===== src/rtl/logo_bouncer_if.sv =====
// Signal bundle between the frame-strobe side and the logo bouncer.
// The slave is the bouncer. The master drives ticks and pause and observes position and colour.
interface logo_bouncer_if;
  logic       frame_tick;
  logic       pause;
  logic [9:0] logo_x;
  logic [9:0] logo_y;
  logic [2:0] color_index;
  logic       bounce;
  logic       corner;

  modport master (
    output frame_tick, pause,
    input  logo_x, logo_y, color_index, bounce, corner
  );

  modport slave (
    input  frame_tick, pause,
    output logo_x, logo_y, color_index, bounce, corner
  );
endinterface


===== src/rtl/logo_bouncer.sv =====
// Moves the logo one step per frame strobe, reflects it at the active-area walls,
// and advances the palette index on every bounce.
module logo_bouncer #(
  parameter int unsigned H_ACTIVE = 640,
  parameter int unsigned V_ACTIVE = 480,
  parameter int unsigned LOGO_W   = 96,
  parameter int unsigned LOGO_H   = 48,
  parameter int unsigned STEP     = 1,
  parameter int unsigned RESET_X  = 100,
  parameter int unsigned RESET_Y  = 50
) (
  input  logic            clk,
  input  logic            rst,
  logo_bouncer_if.slave   bus
);

  localparam logic [9:0] XMAX   = 10'(H_ACTIVE - LOGO_W);
  localparam logic [9:0] YMAX   = 10'(V_ACTIVE - LOGO_H);
  localparam logic [9:0] STEP_V = 10'(STEP);

  typedef struct packed {
    logic [9:0] pos;
    logic       neg;
    logic       hit;
  } axis_t;

  // Limits are compared before any add/subtract, so position never wraps.
  function automatic axis_t axis_next(input logic [9:0] pos, input logic neg,
                                      input logic [9:0] lim);
    axis_t r;
    r.pos = pos;
    r.neg = neg;
    r.hit = 1'b0;
    if (!neg) begin
      if (pos >= lim - STEP_V) begin
        r.pos = lim;
        r.neg = 1'b1;
        r.hit = 1'b1;
      end else begin
        r.pos = pos + STEP_V;
      end
    end else begin
      if (pos <= STEP_V) begin
        r.pos = '0;
        r.neg = 1'b0;
        r.hit = 1'b1;
      end else begin
        r.pos = pos - STEP_V;
      end
    end
    return r;
  endfunction

  logic [9:0] x_q, y_q;
  logic       neg_x_q, neg_y_q;
  logic [2:0] color_q;
  logic       bounce_q, corner_q;
  logic       tick_d;
  logic       step;
  axis_t      nx, ny;

  assign step = bus.frame_tick & ~tick_d & ~bus.pause;

  always_comb begin
    nx = axis_next(x_q, neg_x_q, XMAX);
    ny = axis_next(y_q, neg_y_q, YMAX);
  end

  always_ff @(posedge clk or posedge rst) begin
    if (rst) begin
      x_q      <= 10'(RESET_X);
      y_q      <= 10'(RESET_Y);
      neg_x_q  <= 1'b0;
      neg_y_q  <= 1'b0;
      color_q  <= '0;
      bounce_q <= 1'b0;
      corner_q <= 1'b0;
      tick_d   <= 1'b0;
    end else begin
      // Edge history tracks the strobe even while paused, so paused edges are dropped.
      tick_d   <= bus.frame_tick;
      bounce_q <= 1'b0;
      corner_q <= 1'b0;
      if (step) begin
        x_q     <= nx.pos;
        y_q     <= ny.pos;
        neg_x_q <= nx.neg;
        neg_y_q <= ny.neg;
        if (nx.hit | ny.hit) begin
          color_q  <= color_q + 3'd1;
          bounce_q <= 1'b1;
          corner_q <= nx.hit & ny.hit;
        end
      end
    end
  end

  assign bus.logo_x      = x_q;
  assign bus.logo_y      = y_q;
  assign bus.color_index = color_q;
  assign bus.bounce      = bounce_q;
  assign bus.corner      = corner_q;

endmodule


===== src/flat_wrapper.sv =====
// flat-port wrapper written by rule: the top's interface ports become plain ports
module logo_bouncer_flat 
#(
  parameter int unsigned H_ACTIVE = 640,
  parameter int unsigned V_ACTIVE = 480,
  parameter int unsigned LOGO_W   = 96,
  parameter int unsigned LOGO_H   = 48,
  parameter int unsigned STEP     = 1,
  parameter int unsigned RESET_X  = 100,
  parameter int unsigned RESET_Y  = 50
)
  (clk, rst, bus_frame_tick, bus_pause, bus_logo_x, bus_logo_y, bus_color_index, bus_bounce, bus_corner);
  logo_bouncer_if bus_i ();
  input  logic clk;
  input  logic rst;
  input wire logic [$bits(bus_i.frame_tick)-1:0] bus_frame_tick;
  input wire logic [$bits(bus_i.pause)-1:0] bus_pause;
  output wire logic [$bits(bus_i.logo_x)-1:0] bus_logo_x;
  output wire logic [$bits(bus_i.logo_y)-1:0] bus_logo_y;
  output wire logic [$bits(bus_i.color_index)-1:0] bus_color_index;
  output wire logic [$bits(bus_i.bounce)-1:0] bus_bounce;
  output wire logic [$bits(bus_i.corner)-1:0] bus_corner;
  assign bus_i.frame_tick = bus_frame_tick;
  assign bus_i.pause = bus_pause;
  assign bus_logo_x = bus_i.logo_x;
  assign bus_logo_y = bus_i.logo_y;
  assign bus_color_index = bus_i.color_index;
  assign bus_bounce = bus_i.bounce;
  assign bus_corner = bus_i.corner;
  logo_bouncer #(.H_ACTIVE(H_ACTIVE), .V_ACTIVE(V_ACTIVE), .LOGO_W(LOGO_W), .LOGO_H(LOGO_H), .STEP(STEP), .RESET_X(RESET_X), .RESET_Y(RESET_Y)) u_core (.clk(clk), .rst(rst), .bus(bus_i));
endmodule

===== config.mk =====
export PLATFORM = sky130hd
export DESIGN_NAME = logo_bouncer_flat
export DESIGN_NICKNAME = d
export VERILOG_FILES = /design/src/rtl/logo_bouncer_if.sv /design/src/rtl/logo_bouncer.sv /design/src/flat_wrapper.sv
export SDC_FILE = /design/constraint.sdc
export NUM_CORES = 1
export LEC_CHECK = 0
export BUFFER_PORTS_ARGS = -buffer_cell sky130_fd_sc_hd__buf_2
export CAP_MARGIN = 20
export CORE_MARGIN = 3
export CORE_UTILIZATION = 25
export CTS_BUF_LIST = sky130_fd_sc_hd__clkbuf_8
export CTS_CLUSTER_SIZE = 24
export DETAILED_ROUTE_END_ITERATION = 8
export SYNTH_ARGS = -nofsm -noshare
export SYNTH_HDL_FRONTEND = slang
export SYNTH_SLANG_ARGS = --single-unit
export TNS_END_PERCENT = 5

===== constraint.sdc =====
create_clock -name clk -period 3.1 [get_ports clk]
set_input_delay 0.155 -clock clk [delete_from_list [all_inputs] [get_ports clk]]
set_output_delay 0.155 -clock clk [all_outputs]
set_load 0.1 [all_outputs]

After elaboration in Yosys (flattened, before gate mapping):

Cells that the tools add are included.
W data, S select, Z words.

* output and inout bits: 25
* register bits after elaboration: 28
* word-level logic and storage cells: 38
* input bits: 4

* reductions and logical operators: 1
* add/sub/neg operators: 5
* multiplexer cells: 14
* bitwise gates (word level): 6
* order comparisons: 4

Operators by type and width (number)
* $mux W10: 4
* $mux W12: 2
* $add A10 B1 Y10 const B: 2
* $le A10 B1 Y1 const B: 2
* $sub A10 B1 Y10 const B: 2
* $ge A10 B10 Y1 const B: 1
* $ge A10 B9 Y1 const B: 1
* $mux W2: 4
* $mux W1: 4
* $add A3 B1 Y3 const B: 1
* $and A1 B1 Y1: 3
* $not A1 Y1: 2
* $reduce_and A2 Y1: 1
* $or A1 B1 Y1: 1

Logic depth before layout (Yosys ltp):

Gate-level depths: netlist of the first run.

* word-level depth: 6
* depth in mapped cells: 7
* depth with buffers taken out: 7

Worst setup path after synthesis of the first run:

No wires, ideal clock.

* kind: register -> register
* from: reg u_core.x_q[7] (netlist: u_core.bus.logo_x[7])
* to: reg u_core.color_q[1] (netlist: u_core.bus.color_index[1])
* setup time: 128 ps
* data arrival time: 2555 ps
* setup slack: 417 ps
* buffers on the path: 1
* required time: 2972 ps
* period minus slack after synthesis: 2683 ps
* cell stages (with the launch flop): 7
* cells stage by stage: dfrtp_1 or4_4 buf_6 nor4_1 a22oi_2 a21oi_4 mux2_1

* word-level cells in the longest chain between the ends: 5
* elaborated cells on any way between the ends: 7
* classes of those cells: order compare: 2; mux: 3; bitwise: 1; reduce/logical: 1

Ends and longest elaborated chain
* from (decl): RTL line logo_bouncer.sv:54 `logic [9:0] x_q, y_q;`
* from (signal assigned): RTL line logo_bouncer.sv:71 `x_q <= 10'(RESET_X);`
* from (signal assigned): RTL line logo_bouncer.sv:85 `x_q <= nx.pos;`
* $ge A10 B10 Y1 or $le A10 B1 Y1 (tied branches): RTL line logo_bouncer.sv:35, logo_bouncer.sv:43
* $mux W2 (on tied branches): RTL line logo_bouncer.sv:35, logo_bouncer.sv:43
* $mux W12 (*): RTL line logo_bouncer.sv:34 `if (!neg) begin`
* $or A1 B1 Y1 (*): RTL line logo_bouncer.sv:89 `if (nx.hit | ny.hit) begin`
* $reduce_and A2 Y1 (no line) (*)
* to (signal assigned): RTL line logo_bouncer.sv:90 `color_q <= color_q + 3'd1;`
* to (decl): RTL line logo_bouncer.sv:56 `logic [2:0] color_q;`

Mark *: on every way between the ends. The rest lies on a longest branch, timed or not.
A chain may end at the register's enable or synchronous reset.

Worst setup path in the final report of the first run:

* from: reg u_core.x_q[5] (netlist: u_core.bus.logo_x[5])
* to: reg u_core.x_q[9] (netlist: u_core.bus.logo_x[9])

* word-level cells in the longest chain between the ends: 3
* elaborated cells on any way between the ends: 7
* classes of those cells: add/sub: 2; order compare: 2; mux: 3

Ends and longest elaborated chain
* $add A10 B1 Y10 (tied with other cells): RTL line logo_bouncer.sv:40 `r.pos = pos + STEP_V;`
* $mux W10 (on tied branches): RTL line logo_bouncer.sv:35, logo_bouncer.sv:43
* $mux W12 (*): RTL line logo_bouncer.sv:34

Marks and branches as above.

==> results.yml, run 1 <==
critical_path:
  critical_path_required_ns: 3.26
  path_cells: "or4_4 > o41ai_4 > o21ai_2 > a221o_1"
  worstSetupPathType: "reg -> reg"
  ff2ff_setup_slack_ns: 0.75
  cp_num_buf_inv: 0
  cp_top_family: "compound AO/OA/AOI/OAI gates"
  crit_arrival_ns: 2.51
  cp_slowest_cell: "o41ai_4"
  cp.depth: 4
  slowest_delay_ns: 0.68
  reg2reg_to: "u_core.bus.logo_x[9]$_DFFE_PP0P_"
  crit_fanout: 15
  endpoint_kind: "register"
  start_kind: "register"
  reg2regPathDepth: 4
  timing.rr.start: "u_core.bus.logo_x[5]$_DFFE_PP1P_"
placement:
  gp_congestion: 0.863
  dp_hpwl_mm: 3.73
  numPortBuffers: 28
synth:
  yosysSeqAreaShare: 0.353
  synth_top_family_by_area: "compound AO/OA/AOI/OAI gates"
  synth_fa_ha_area_frac: 0.0437
  synth_area_um2: 2010
  synthMuxAreaShare: 0.0112
  synth_area_leaders: "dfrtp_1 (27%), dfstp_2 (7.9%), nor2_1 (4.9%)"
  synthSimpleGateAreaFrac: 0.192
  synth-async-reset-ratio: 1.00
  yosysWarnings: 0
  ys_ff_latch: 28
  syn-num-nets: 247
  synthXorXnorAreaFrac: 0.0262
  synth_largest_area_cell: "dfrtp_1"
  synth-edff-count: 0
  synth_cell_types: 56
  synth.avg_cell_area_um2: 8.50
  synth_top_flop_cell: "dfrtp_1"
  synth_compound_area_frac: 0.324
  synthCells: 236
  synth.top_cell.area_share: 0.274
clock_tree:
  cts_setup_buffers: 0
  clk_latency_ns: 0.27
  clockBufferDepth: 2
  htree_levels: 1
  cts_tree: "done"
  cts_resized: 0
  ctsHoldBuffers: 0
  clkTransAtPathRegs_ns: 0.10
  cts_root_buf: "clkbuf_8"
  cts_inserted_buffers: 3
  cts.sinks: 28
detailed_routing:
  drtAntennaViolNets: 0
  wl_per_cell_um: 14.8
  drtPass1Iterations: 5
  wl_mm: 5.29
  remaining_drc_errors: 0
  viasPerCell: 5.43
  dr_total_vias: 1944
  drtIter0Drc: 214
sta:
  worst_pin_slew_ns: 0.866
  fin_crit_sh: 0.757
  timing.fmax_mhz: 426
  holdWs_ns: 0.0437
  finalSetupViolCount: 0
  tns_ns: 0
  slew_violations: 0
  rsz0062_at_grt: "false"
  clock-skew-final_ns: 0.00458
  layout_min_cycle_time_ns: 2.35
  final_hold_viol_count: 0
  slew_headroom: 0.422
global_route:
  grt.total_usage: 0.120
  grt_max_degree: 22
  grt_antenna_before_repair: 0
  grt_overflow: 0
  grt_first_pass_wirelength_mm: 8.78
  grt_pass1_vias: 1731
floorplanning:
  num_rows: 32
  core_um2: 7770
  ioPinCount: 29
  start_util: 0.258
  die_area_um2: 9130
  die_w_um: 95.6
  die_y_um: 95.6
status:
  status: "completed"
power_and_ir_drop:
  ir_worst_vdd_v: 0.000583
  p_per_area_nw_per_um2: 1030
  leakagePower_nw: 0.947
final_layout:
  layout-drive-gt1-share: 0.211
  area_growth_pct: 15.3
  nets: 268
  insertedDiodeCount: 0
run:
  maxCapViolations: 0
worst_hold_path:
  hold_class: "in -> async"
==> worst max-delay path by stage <==
stage / start / end
after detailed placement: u_core.bus.logo_x[5]$_DFFE_PP1P_ / u_core.bus.color_index[1]$_DFFE_PP0P_
after global placement: u_core.bus.logo_x[5]$_DFFE_PP1P_ / u_core.bus.logo_x[9]$_DFFE_PP0P_
final: u_core.bus.logo_x[5]$_DFFE_PP1P_ / u_core.bus.logo_x[9]$_DFFE_PP0P_
after floorplan: u_core.bus.logo_x[7]$_DFFE_PP0P_ / u_core.bus.color_index[1]$_DFFE_PP0P_
after global routing: u_core.bus.logo_y[1]$_DFFE_PP1P_ / u_core.bus.logo_y[9]$_DFFE_PP0P_
after CTS: u_core.bus.logo_x[5]$_DFFE_PP1P_ / u_core.bus.logo_x[9]$_DFFE_PP0P_
==> routing by layer <==
metal	track usage	wire (um)	vias to the layer above
li1	-	-	938
met1	0.177	2620	941
met2	0.174	2340	61
met3	0.0189	275	4
met4	0.0403	52	0
met5	0	0	-
==> power breakdown <==
group,internal (mW),switching [mW]
sequential,0.482,0.233
clock,0.173,0.116
combinational,0.301,1.08
total,0.955,1.43
==> through the flow <==
stage	setup slack, ns	utilization	power (mW)	std cells	instance area [um2]
2_1_floorplan	0.417	-	1.86	236	2010
3_3_place_gp	0.808	0.287	2.09	353	2230
3_5_place_dp	0.779	0.287	2.10	353	2230
4_1_cts	0.762	0.296	2.40	357	2300
5_1_grt	0.612	0.298	2.54	358	2310
6_report	0.753	0.298	2.39	358	2310
==> state kept, by name, summed over array words and instances, names as in the netlist <==
signal                  flops
u_core.bus.color_index      3
u_core.neg_y_q              1
u_core.bus.logo_y          10
u_core.bus.corner           1
u_core.neg_x_q              1
u_core.tick_d               1
u_core.bus.logo_x          10
u_core.bus.bounce           1
==> layout make-up <==
type | count | area (um2)
Multi-Input combinational cell | 184 | 1200
Tap cell | 102 | 128
Timing Repair Buffer | 32 | 173
Clock inverter | 1 | 30.0
Fill cell | 846 | 5460
Inverter | 8 | 30.0
Clock buffer | 3 | 41.3
Sequential cell | 28 | 708
==> placed cells by master, fill, tap and decap left out, types with 3 or more instances in the layout <==
cell type  netlist  routed
buf_2            2      28
nor2_1          26      26
dfrtp_1         22      22
a21oi_1         16      16
nand2_1         14      14
o21ai_1         12      12
nor3_1          10      10
inv_1            8       8
nand3_1          8       8
o31ai_1          7       7
o21ai_0          7       7
a31oi_1          7       7
ha_1             7       7
dfstp_2          6       6
a211oi_1         5       5
or3_1            4       4
xor2_1           4       4
a22oi_1          4       4
and3_1           4       4
o22ai_1          4       4
o211ai_1         3       3
clkbuf_8         0       3
buf_4            0       3
==> cell families after synthesis <==
kind of cell    Yosys count
mux                       2
fa+ha+maj                 7
buf+inv                  24
xor+xnor                  6
simple gates             79
flops                    28
compound gates           90
==> synthesized netlist by cell type, types with 3 or more instances <==
| cell type | instances |
|---|---|
| o21ai_0 | 7 |
| dfrtp_1 | 22 |
| nor2_1 | 26 |
| clkbuf_1 | 13 |
| o22ai_1 | 4 |
| a211oi_1 | 5 |
| o21ai_1 | 12 |
| o211ai_1 | 3 |
| nand3_1 | 8 |
| nand2_1 | 14 |
| xor2_1 | 4 |
| a21oi_1 | 16 |
| ha_1 | 7 |
| or3_1 | 4 |
| o31ai_1 | 7 |
| dfstp_2 | 6 |
| a31oi_1 | 7 |
| and3_1 | 4 |
| nor3_1 | 10 |
| a22oi_1 | 4 |
| inv_1 | 8 |
Note: power is estimated with default switching activity, not from simulation.
==> run 2: changes to the inputs <==
- clock period: 3.1 -> 2.1 ns (I/O delays scaled with it)
==> results.yml, run 2 (synthesis gave the netlist of run 1 again) <==
status:
  status: "completed"
critical_path:
  path_cells: "or4_4 > o41ai_4 > buf_6 > a21oi_1 > o31ai_1 > o21ai_1"
  worstSetupPathType: "reg -> reg"
  crit_arrival_ns: 2.21
  critical_path_required_ns: 2.25
  cp_top_family: "compound AO/OA/AOI/OAI gates"
  cp_slowest_cell: "or4_4"
  start_kind: "register"
  timing.rr.start: "u_core.bus.logo_x[7]$_DFFE_PP0P_"
  reg2reg_to: "u_core.bus.logo_x[4]$_DFFE_PP0P_"
  cp_num_buf_inv: 1
  endpoint_kind: "register"
  crit_fanout: 10
  ff2ff_setup_slack_ns: 0.05
  reg2regPathDepth: 6
  slowest_delay_ns: 0.55
worst_hold_path:
  whs_endpoint: "u_core.bus.logo_y[0]$_DFFE_PP0P_"
  hold_class: "in -> reg"
  min-delay-start: "bus_pause"
  holdPathStages: 5
clock_tree:
  cts.sinks: 28
  htree_levels: 1
  cts_inserted_buffers: 3
  cts_setup_buffers: 0
  clockBufferDepth: 2
  cts_tree: "done"
  cts_root_buf: "clkbuf_8"
  clk_latency_ns: 0.28
  clkTransAtPathRegs_ns: 0.10
power_and_ir_drop:
  power.total_mw: 3.84
  leakagePower_nw: 1.10
  p_per_area_nw_per_um2: 1470
  ir_worst_vdd_v: 0.000958
detailed_routing:
  dr_total_vias: 2044
  drtAntennaViolNets: 0
  wl_mm: 5.70
  drtPass1Iterations: 4
  drtIter0Drc: 131
  viasPerCell: 5.25
  wl_per_cell_um: 14.6
  remaining_drc_errors: 0
final_layout:
  nets: 299
  layout-drive-gt1-share: 0.352
  most-common-layout-cells: "buf_4 (32), buf_2 (28), nor2_1 (24)"
  insertedDiodeCount: 0
  area_growth_pct: 30.1
  mostFrequentLayoutCell: "buf_4"
sta:
  timing.fmax_mhz: 487
  rsz0062_at_grt: "true"
  final_hold_viol_count: 0
  worst_pin_slew_ns: 0.605
  fin_crit_sh: 0.978
  holdWs_ns: 0.294
  clock-skew-final_ns: 0.00526
  layout_min_cycle_time_ns: 2.05
  slew_headroom: 0.596
  slew_violations: 0
  finalSetupViolCount: 0
global_route:
  grt_first_pass_wirelength_mm: 9.63
  grt_max_degree: 29
  grt.total_usage: 0.132
  grt_overflow: 0
  grt_pass1_vias: 1935
  grt_antenna_before_repair: 0
floorplanning:
  die_y_um: 95.6
  core_um2: 7770
  ioPinCount: 29
  die_area_um2: 9130
  num_rows: 32
  start_util: 0.258
  die_w_um: 95.6
run:
  maxCapViolations: 0
placement:
  numPortBuffers: 28
  gp_congestion: 0.881
  dp_hpwl_mm: 4.28
-- run 2: cell count changes in the layout (fill, tap and decap cells not counted), moves of 2 or more --
cell     previous run  this run
buf_4               3        32
dfrtp_1            22        10
dfrtp_2             0         9
dfrtp_4             0         3
nor2_1             26        24
nor2_2              0         2
-- run 2: worst max-delay path by stage --
stage / from / endpoint / cells past startpoint
floorplan: u_core.bus.logo_y[4]$_DFFE_PP1P_ / u_core.bus.color_index[1]$_DFFE_PP0P_ / 6
global placement: u_core.bus.logo_x[7]$_DFFE_PP0P_ / u_core.bus.color_index[1]$_DFFE_PP0P_ / 5
detailed placement: u_core.bus.logo_x[7]$_DFFE_PP0P_ / u_core.bus.color_index[1]$_DFFE_PP0P_ / 5
finish: u_core.bus.logo_x[7]$_DFFE_PP0P_ / u_core.bus.logo_x[4]$_DFFE_PP0P_ / 6
global route: u_core.bus.logo_x[1]$_DFFE_PP0P_ / u_core.bus.color_index[2]$_DFFE_PP0P_ / 9
CTS: u_core.bus.logo_x[7]$_DFFE_PP0P_ / u_core.bus.color_index[1]$_DFFE_PP0P_ / 5
-- run 2: what timing repair did --
action | 4_1_cts | 5_1_grt
cloned | 0 | 0
endpoints found under the hold margin | 23 | 0
endpoints found under the setup margin | 2 | 12
pin swaps | 0 | 1
gates resized for setup | 1 | 5
hold buffers | 2 | 0
-- run 2: power by group --
part / switching [mW] / internal, mW / total (mW)
Sequential: 0.195 / 0.733 / 0.928
Combinational: 1.82 / 0.656 / 2.48
Clock: 0.178 / 0.255 / 0.434
Total: 2.19 / 1.64 / 3.84
-- run 2: through the flow --
stage | cell area [um2] | std cells | setup WS (ns) | setup TNS (ns) | utilization
floorplan | 2060 | 236 | -0.266 | -2.74 | -
global placement | 2490 | 383 | 0.0290 | 0 | 0.321
detailed placement | 2490 | 383 | -0.0109 | -0.0109 | 0.321
CTS | 2590 | 389 | 0.00741 | 0 | 0.334
global route | 2610 | 389 | -0.0216 | -0.0216 | 0.336
finish | 2610 | 389 | 0.0467 | 0 | 0.336
-- run 2: area by class of cell --
type,count,area (um2)
Multi-Input combinational cell,184,1230
Clock buffer,3,41.3
Sequential cell,28,734
Tap cell,102,128
Fill cell,823,5160
Timing Repair Buffer,63,412
Clock inverter,1,30.0
Inverter,8,30.0
-- run 2: metal layers --
metal	GRT usage	up-vias	wire length, um
met1	0.186	984	2570
met3	0.0150	4	327
met4	0.0296	0	36
met2	0.215	61	2770
met5	0	-	0
li1	-	995	-
-- run 2: tightest hold or removal path, cell delays in order --
cell,delay (ns)
buf_2,0.09
nor3b_1,0.04
buf_4,0.18
nand2_1,0.07
o21ai_1,0.05
